$ cat src/rtl/pipe_stage_reg.sv
// Inter-stage pipeline register with valid/ready handshake, optional 2-entry skid,
// and flush that injects a bubble while preserving masked payload bits.
module pipe_stage_reg #(
  parameter int unsigned       DATA_W          = 32,
  parameter logic [31:0]       NOP_VAL         = 32'h00000013,
  parameter logic [DATA_W-1:0] FLUSH_KEEP_MASK = '0,
  parameter bit                SKID_EN         = 1'b1
) (
  input  logic              i_clk,
  input  logic              i_rst,
  input  logic              i_flush,
  input  logic              i_vld,
  output logic              o_rdy,
  input  logic [DATA_W-1:0] i_data,
  output logic              o_vld,
  input  logic              i_rdy,
  output logic [DATA_W-1:0] o_data,
  output logic [1:0]        o_count
);

  // Handshake: a transfer happens on a rising edge where valid && ready are both
  // high; valid never depends on ready, and payload is only meaningful with valid.

  localparam logic [DATA_W-1:0] LP_NOP = DATA_W'(NOP_VAL);

  typedef enum logic [1:0] {
    ST_EMPTY = 2'd0,
    ST_MAIN  = 2'd1,
    ST_FULL  = 2'd2
  } state_t;

  state_t              r_state;
  state_t              w_state_nxt;
  logic [DATA_W-1:0]   r_main;
  logic [DATA_W-1:0]   r_skid;
  logic                r_vld;
  logic                r_rdy;
  logic [1:0]          r_count;

  logic                w_rdy;
  logic                w_in;
  logic                w_out;
  logic                w_load_main;
  logic                w_main_from_skid;
  logic                w_load_skid;

  // Without skid, ready must look through to the downstream ready to keep throughput.
  assign w_rdy   = SKID_EN ? r_rdy : (!r_vld || i_rdy);
  assign w_in    = i_vld && w_rdy;
  assign w_out   = r_vld && i_rdy;

  assign o_rdy   = w_rdy;
  assign o_vld   = r_vld;
  assign o_data  = r_main;
  assign o_count = r_count;

  function automatic logic [1:0] count_of(input state_t s);
    case (s)
      ST_MAIN: count_of = 2'd1;
      ST_FULL: count_of = 2'd2;
      default: count_of = 2'd0;
    endcase
  endfunction

  always_comb begin
    w_state_nxt      = r_state;
    w_load_main      = 1'b0;
    w_main_from_skid = 1'b0;
    w_load_skid      = 1'b0;
    case (r_state)
      ST_EMPTY: begin
        if (w_in) begin
          w_load_main = 1'b1;
          w_state_nxt = ST_MAIN;
        end
      end
      ST_MAIN: begin
        if (w_in && w_out) begin
          w_load_main = 1'b1;
        end else if (w_in && SKID_EN) begin
          w_load_skid = 1'b1;
          w_state_nxt = ST_FULL;
        end else if (w_out) begin
          w_state_nxt = ST_EMPTY;
        end
      end
      ST_FULL: begin
        if (w_out) begin
          w_load_main      = 1'b1;
          w_main_from_skid = 1'b1;
          w_state_nxt      = ST_MAIN;
        end
      end
      default: w_state_nxt = ST_EMPTY;
    endcase
  end

  always_ff @(posedge i_clk or posedge i_rst) begin
    if (i_rst) begin
      r_state <= ST_EMPTY;
      r_main  <= LP_NOP;
      r_skid  <= LP_NOP;
      r_vld   <= 1'b0;
      r_rdy   <= 1'b1;
      r_count <= 2'd0;
    end else if (i_flush) begin
      // Any held skid entry is abandoned; its register value is simply never used.
      r_state <= ST_EMPTY;
      r_main  <= (r_main & FLUSH_KEEP_MASK) | (LP_NOP & ~FLUSH_KEEP_MASK);
      r_vld   <= 1'b0;
      r_rdy   <= 1'b1;
      r_count <= 2'd0;
    end else begin
      r_state <= w_state_nxt;
      if (w_load_main) begin
        r_main <= w_main_from_skid ? r_skid : i_data;
      end
      if (w_load_skid) begin
        r_skid <= i_data;
      end
      r_vld   <= (w_state_nxt != ST_EMPTY);
      r_rdy   <= (w_state_nxt != ST_FULL);
      r_count <= count_of(w_state_nxt);
    end
  end

endmodule

$ cat config.mk
export PLATFORM = sky130hd
export DESIGN_NAME = pipe_stage_reg
export DESIGN_NICKNAME = d
export VERILOG_FILES = /design/src/rtl/pipe_stage_reg.sv
export SDC_FILE = /design/constraint.sdc
export NUM_CORES = 1
export LEC_CHECK = 0
export CAP_MARGIN = 20
export CORE_UTILIZATION = 50
export CTS_CLUSTER_SIZE = 25
export DETAILED_ROUTE_END_ITERATION = 10
export PLACE_DENSITY = 0.8
export REMOVE_ABC_BUFFERS = 1
export SETUP_SLACK_MARGIN = 0.3
export SYNTH_ARGS = -nofsm -noshare
export SYNTH_HDL_FRONTEND = slang
export SYNTH_SLANG_ARGS = --single-unit
$ cat constraint.sdc
create_clock -name i_clk -period 2.4 [get_ports i_clk]
set_input_delay 0.36 -clock i_clk [delete_from_list [all_inputs] [get_ports i_clk]]
set_output_delay 0.36 -clock i_clk [all_outputs]
set_load 0.01 [all_outputs]
## Word level (Yosys, flattened, before mapping)

Index checks and enable logic that the tools add are counted.
W data, S select, Z words.

- Register bits: 70
- Latch bits: 0
- RAM bits: 0
- ROM bits: 0
- Input bits: 37
- Word-level logic and storage cells: 40
- Memories: 0

- Add/subtract/negate cells: 0
- $mul: 0
- Divide/modulo/power cells: 0
- Order comparisons: 0
- Eq/ne operators: 5
- Shift operators: 0
- Multiplexer cells: 21
- Bitwise gates (word level): 1
- Reduce and logical (&&, ||, !) cells: 7

Operators by type and width:

| kind | number |
|---|---|
| $mux W32 | 3 |
| $mux W2 | 7 |
| $mux W1 | 8 |
| $pmux W2 S3 | 1 |
| $eq A2 B1 Y1 const B | 2 |
| $eq A2 B2 Y1 const B | 2 |
| $pmux W2 S2 | 1 |
| $reduce_bool A2 Y1 | 2 |
| $logic_and A1 B1 Y1 | 3 |
| $pmux W1 S3 | 1 |
| $logic_not A2 Y1 | 1 |
| $ne A2 B2 Y1 const B | 1 |
| $reduce_and A2 Y1 | 1 |
| $not A1 Y1 | 1 |

## Longest topological paths before layout

Gate-level depths: netlist of run 1.

- Word-level depth: 8
- Gate-level depth with buffers: 6
- Mapped depth without buffers: 3

## Worst setup path before layout of run 1

No wires, ideal clock.

- Kind: flip-flop to flip-flop
- Start point: register r_vld (netlist: o_vld)
- End point: register r_skid[10]
- Arrival time: 1.530 ns
- Setup slack: 0.745 ns
- Stages on the path, launching flop included: 5
- Buffers on the path: 1
- Path through: dfrtp_1 -> a21boi_4 -> nor3b_4 -> buf_6 -> mux2_2

- Cells in the longest elaborated chain, start to end: 5

Ends and longest elaborated chain:

| element | RTL line | RTL |
|---|---|---|
| from (decl) | 36 | `logic r_vld;` |
| from (signal assigned) | 121 | `r_vld <= (w_state_nxt != ST_EMPTY);` |
| $logic_and A1 B1 Y1 | 50 | `assign w_out = r_vld && i_rdy;` |
| $logic_and A1 B1 Y1 | 78 | `if (w_in && w_out) begin` |
| $mux W1 | 78 |  |
| $mux W1 | 70 | `case (r_state)` |
| $reduce_and A2 Y1 (no source line) | - |  |
| to (signal assigned) | 119 | `r_skid <= i_data;` |
| to (decl) | 35 | `logic [DATA_W-1:0] r_skid;` |

Every way passes these cells.
A chain may end at the register's enable or synchronous reset.

## Worst setup path after layout of run 1

- Start point: register r_state[1]
- End point: register r_main[13] (netlist: o_data[13])

- Cells in the longest elaborated chain, start to end: 5

Ends and longest elaborated chain:

| element | RTL line | RTL |
|---|---|---|
| from (decl) | 32 | `state_t r_state;` |
| from (signal assigned) | 114 | `r_state <= w_state_nxt;` |
| $eq A2 B2 Y1 | 70 |  |
| $mux W1 | 70 |  |
| $mux W32 | 116 | `r_main <= w_main_from_skid ? r_skid : i_data;` |
| $mux W32 | 115 | `if (w_load_main) begin` |
| $mux W32 | 106 | `end else if (i_flush) begin` |
| to (signal assigned) | 109 | `r_main <= (r_main & FLUSH_KEEP_MASK) \| (LP_NOP & ~FLUSH_KEEP_MASK);` |
| to (signal assigned) | 116 |  |
| to (decl) | 34 | `logic [DATA_W-1:0] r_main;` |

Parallel ways exist; a longest one is shown, timed or not. The select of a mux whose other input is x is not followed.

==> results of run 1 <==
## power groups by stage
stage,sequential [uW],combinational (uW),clock [uW]
global route,1810,974,943
floorplan,1770,474,0
global placement,1760,863,0
CTS,1760,900,894
finish,1770,891,871
detailed placement,1780,898,0
## per-stage QoR
stage          TNS [ps]  cell area [um^2]  power, uW
2_1_floorplan     -4677              3039       2241
3_3_place_gp          0              3986       2623
3_5_place_dp          0              3986       2676
4_1_cts               0              4172       3554
5_1_grt               0              4172       3723
6_report              0              4172       3528
## state kept, by name (all words and copies together) (netlist names)
signal	cells
o_vld	1
o_rdy	1
o_data	32
r_skid	32
r_state	2
o_count	2
## how the worst max path moves through the flow
stage	to	from	cells past startpoint
after detailed placement	o_data[5]	i_vld	5
after floorplan	r_skid[10]	o_vld	3
after global placement	o_data[26]	i_vld	5
final	o_data[13]	r_state[1]	4
after global routing	o_data[13]	r_state[1]	4
after CTS	o_data[5]	r_state[1]	4
## final cells by class
cell class | instances | area [um^2] | share of cell area
Sequential cell | 70 | 1760 | 0.4220
Tap cell | 75 | 93.84 | 0.02250
Clock inverter | 5 | 33.78 | 0.008098
Multi-Input combinational cell | 184 | 1271 | 0.3047
Clock buffer | 11 | 151.4 | 0.03629
Timing Repair Buffer | 87 | 853.3 | 0.2046
Inverter | 2 | 7.507 | 0.001800
## cells in the final DEF (no fill, tap or decap), types with 2 or more instances in the layout
master	count
o31ai_1	2
a211oi_1	3
buf_4	13
buf_12	2
nor4b_1	3
a2111oi_0	11
clkbuf_8	11
dfrtp_1	63
clkinv_2	2
a2111oi_1	18
dfstp_2	7
mux2_2	33
and2_1	2
nor2_1	61
clkdlybuf4s50_1	71
clkinvlp_4	2
nor3_1	37
## logic make-up after synthesis
logic type | share of synthesized area
AND/OR/NAND/NOR | 0.1695
flip-flops | 0.5546
AO/OA/AOI/OAI | 0.1108
multiplexers | 0.1202
buffers and inverters | 0.04493
## routing by layer
layer  share of wire  global-route usage
met5               0                   0
met2            0.49              0.3800
met3           0.059             0.04000
met1            0.44              0.3333
met4           0.013             0.09474
## worst register-to-register path, delay by kind of cell, from the launching register on
kind / cells / cell delay (ps)
buffers and inverters: 1 / 250
DFF: 1 / 500
and+or+nand+nor: 2 / 630
AOI/OAI and AO/OA: 1 / 370
==> impl_metrics.toml, run 1 <==
[critical_path]
critPathKind = "reg2reg"
r2r_end = "o_data[13]"
cpLargestDelayFamily = "simple AND/OR/NAND/NOR gates"
cp.required_ps = 2610
cp.arrival_ps = 2080
start_kind = "register"
critical_path_buf_inv_count = 1
r2r_setup_slack_ps = 530
crit_slowest_cell = "dfrtp_1"
critPathMaxFanout = 11
end_kind = "register"
r2r_cells = 4
worstPathCellList = "nand3b_4 > or2_1 > buf_4 > a2111oi_1"
r2r-start = "r_state[1]"
cp_slowest_stage_delay_ps = 500

[clock_network]
cts_buffers = 9
cts_max_level = 3
cts_tree = "built"
cts-root-buf = "clkbuf_8"
cts.sinks = 70
clk_latency_ps = 340
cts.clk_slew.worst_paths_ps = 80
ctsHoldBuffers = 0
cts_max_path_buffers = 2
cts-resized-gates = 0
postCtsSetupRepairBufs = 0

[drt]
wl_per_cell_um = 16.82
viasPerCell = 5.733
drt_iter0_markers = 117
drc_errors = 0
dr.pass1.iters = 4
vias = 2488
ant_nets = 0
drt_wl_total_um = 7298

[grt]
overflow = 0
grt_max_degree = 37
antenna_found_initial = 0
grt_pass1_wl_um = 12010
grt.total_usage = 0.2411
grt_pass1_vias = 2489

[floorplan]
fp.dieW_um = 81.68
core_area_um2 = 6026
dieArea_um2 = 6672
num_io_pins = 73
die_h_um = 81.68
initial_utilization = 0.5268
rows = 28

[synth]
postSynth.asyncResetShare = 1.000
ys_seq_area_frac = 0.5546
synth-seq-cells = 70
synth_top_cell_by_area = "dfrtp_1"
synth_cells = 281
synthTopCellsByCount = "dfrtp_1 (63), nor2_1 (61), nor3_1 (37)"
syn_area_um2 = 3174
synth.area.top_cells = "dfrtp_1 (50%), mux2_2 (12%), nor2_1 (7.2%)"
syn_area_per_cell_um2 = 11.30
synth_flop_cell = "dfrtp_1"
ys_warn_count = 0
synth-edff-count = 0
synth.distinct_cells = 31
yosysMostFrequentCell = "dfrtp_1"
synth_top_area_share = 0.4966

[cells_and_area]
nFillCells = 462
finish.utilization = 0.6923
layout-drive-gt1-share = 0.2117
nets = 391
area_growth_pct = 31.42
finalNonFillerCells = 434
n_antenna_cell = 0

[power_and_ir_drop]
netSwitchingFraction = 0.2857
power_frac_seq = 0.501
pwr-share-clk = 0.247
ir_drop_mv = 0.5255
p_leak_uw = 0.001679
p_per_area_nw_per_um2 = 845.7
power.internal_uw = 2520
comb_power_share = 0.253
p_sw_uw = 1008

[timing]
fin_crit_sh = 0.7792
report.final.hold_viol_count = 0
layout_setup_ws_ps = 530.0
setup-violations-final = 0
slew_viol_final = 0
max-slew-margin-rel = 0.6555
clock_skew_ps = 10.07
rsz0062_at_grt = "false"
period_minus_slack_ps = 1870
worst_slew_pin_slew_ps = 516.0
clock.fmax_mhz = 534.8
holdWs_ps = 366.3

[outcome]
status = "finished, final reports clean"

[placement]
dp_slack_ps = 226.3
portBuffers = 72
dpl.hpwl_um = 4840
dpl.cell_count = 418
place_congestion = 0.7798

[run]
max_cap_viol_count = 0

[min_path]
hp-class = "in2async"
No activity file was read; power rests on OpenSTA's default activity.
==> inputs of run 2 (changes only) <==
==> constraint.sdc (replaced) <==
create_clock -name i_clk -period 1.8 [get_ports i_clk]
set_input_delay 0.27 -clock i_clk [delete_from_list [all_inputs] [get_ports i_clk]]
set_output_delay 0.27 -clock i_clk [all_outputs]
set_load 0.01 [all_outputs]
==> run 2 against run 1 <==
Compared with the run above: register-to-register slack lost 430 ps; sequential share of layout area shrank 8.0 points; first-iteration DRC count grew 120%; final cell count grew 6.2%; count of clock-buffer cells in the layout shrank 1; sequential power grew 38%; setup slack lost 430 ps; utilization grew 16 points; via count grew 22%; critical path depth grew 1; clock skew grew 10 ps.
==> impl_metrics.toml, run 2 (synthesis results as in run 1) <==
[power_and_ir_drop]
power_frac_seq = 0.419
p_sw_uw = 1836
p_per_area_nw_per_um2 = 1140
netSwitchingFraction = 0.3133
power.internal_uw = 4024
comb_power_share = 0.307
finalPower_uw = 5860
pwr-share-clk = 0.275
ir_drop_mv = 0.8987
p_leak_uw = 0.002165

[cells_and_area]
mostFrequentLayoutCells = "dfrtp_1 (63), nor2_1 (55), clkdlybuf4s50_1 (35)"
finish.utilization = 0.8534
nets = 418
layout_commonest_cell = "dfrtp_1"
n_antenna_cell = 0
area_growth_pct = 62.00
layout-drive-gt1-share = 0.4016
finalInstanceArea_um2 = 5142

[timing]
clock.fmax_mhz = 589.1
final.setup.tns_ps = 0
rsz0062_at_grt = "true"
report.final.hold_viol_count = 0
fin_crit_sh = 0.9431
worst_slew_pin_slew_ps = 941.6
slew_viol_final = 0
max-slew-margin-rel = 0.3723
clock_skew_ps = 20.42
period_minus_slack_ps = 1698
setup-violations-final = 0

[floorplan]
dieArea_um2 = 6672
rows = 28
core_area_um2 = 6026
die_h_um = 81.68
fp.dieW_um = 81.68
num_io_pins = 73
initial_utilization = 0.5268

[placement]
post_dp_cell_area_um2 = 4049
portBuffers = 72
dpl.hpwl_um = 4977
place_congestion = 0.7344

[drt]
dr.pass1.iters = 6
vias = 3029
drt_iter0_markers = 253
viasPerCell = 6.570
drc_errors = 0
wl_per_cell_um = 25.69
ant_nets = 0
drt_wl_total_um = 11840

[critical_path]
path_common_cell = "buf_6"
crit_start = "r_state[0]"
worstPathCellList = "a21boi_4 > nor3b_4 > buf_6 > buf_6 > mux2_2"
cp.required_ps = 2040
start_kind = "register"
critPathKind = "reg2reg"
end_kind = "register"
cp.arrival_ps = 1940
critPathMaxFanout = 7
r2r-start = "r_state[0]"
crit_slowest_cell = "dfrtp_1"
cp_slowest_stage_delay_ps = 420

[grt]
grt_pass1_vias = 2908
grt_pass1_wl_um = 14360
overflow = 0
antenna_found_initial = 0
grt_max_degree = 46
grt.total_usage = 0.2960

[clock_network]
clk_latency_ps = 360
cts_max_path_buffers = 2
cts-root-buf = "clkbuf_8"
cts.clk_slew.worst_paths_ps = 90
cts_buffers = 9
cts_max_level = 3
cts_tree = "built"
ctsHoldBuffers = 0
cts.sinks = 70

[min_path]
hp-class = "in2async"

[run]
max_cap_viol_count = 0

[outcome]
status = "finished, final reports clean"
run 2: cell types whose count changed in the layout (fill, tap and decap cells not counted), moves of 12 or more:
cell / delta
clkdlybuf4s50_1: -36
mux2_4: +13
mux2_2: -13
a2111oi_4: +19
a2111oi_1: -18
buf_6: +12
dlygate4sd2_1: +32
run 2: path summary, 6_finish.rpt:
| kind | to | slack [ps] | cells past startpoint |
|---|---|---|---|
| min in group i_clk | r_skid[28] | 520 | 1 |
| worst min register to register | r_skid[28] | 520 | 1 |
| worst min-delay path | r_skid[18] | 190 | 2 |
| worst max register to register | r_skid[11] | 100 | 5 |
| worst max-delay path | r_skid[11] | 100 | 5 |
| max in group asynchronous | o_data[0] | 1020 | 3 |
run 2: cell type report:
class / instances / area (um^2)
Multi-Input combinational cell: 184 / 1813
Sequential cell: 70 / 1760
Timing Repair Buffer: 114 / 1221
Fill cell: 287 / 883.3
Clock buffer: 10 / 137.6
Clock inverter: 6 / 108.9
Tap cell: 75 / 93.84
Inverter: 2 / 7.507
run 2: per-stage QoR:
| step | setup WS, ps | hold WS, ps | cells |
|---|---|---|---|
| finish | 102.4 | 193.2 | 461 |
| global route | 12.76 | 229.0 | 461 |
| CTS | 151.9 | 212.4 | 448 |
| detailed placement | -202.2 | 496.5 | 423 |
| global placement | -105.5 | 490.8 | 423 |
| floorplan | -750.0 | 333.1 | 256 |
run 2: power by group through the flow:
stage	clock [uW]	combinational (uW)	sequential, uW
after floorplan	0	632	2360
after detailed placement	0	1240	2360
final	1610	1800	2450
after global routing	1660	1890	2460
after CTS	1570	1350	2340
after global placement	0	1180	2340
run 2: repair_timing:
action | 4_1_cts | 5_1_grt
resized for setup | 83 | 79
cloned | 3 | 5
endpoints found under the setup margin | 97 | 73
pin swaps | 13 | 7
setup buffers | 6 | 8
run 2: metal layers:
layer	global-route usage	part of all wire	up-vias
met5	0	0	-
met4	0.1123	0.043	0
met3	0.08444	0.061	55
met2	0.4792	0.51	194
met1	0.3769	0.39	1549
li1	-	-	1231
run 2: critical path: cells and delay by family, from the launching register on:
kind                   cells  cell delay (ps)
and+or+nand+nor            1              290
buffers and inverters      2              280
DFF                        1              420
AOI/OAI and AO/OA          1              250
muxes                      1              360
==> inputs of run 3 (changes only) <==
--- a/config.mk
+++ b/config.mk
@@ -12,6 +12,7 @@
 export PLACE_DENSITY = 0.8
 export REMOVE_ABC_BUFFERS = 1
 export SETUP_SLACK_MARGIN = 0.3
+export SLEW_MARGIN = 15
 export SYNTH_ARGS = -nofsm -noshare
 export SYNTH_HDL_FRONTEND = slang
 export SYNTH_SLANG_ARGS = --single-unit
==> results of run 3 <==
Final layout, timing and power as in run 2 (identical DEF).
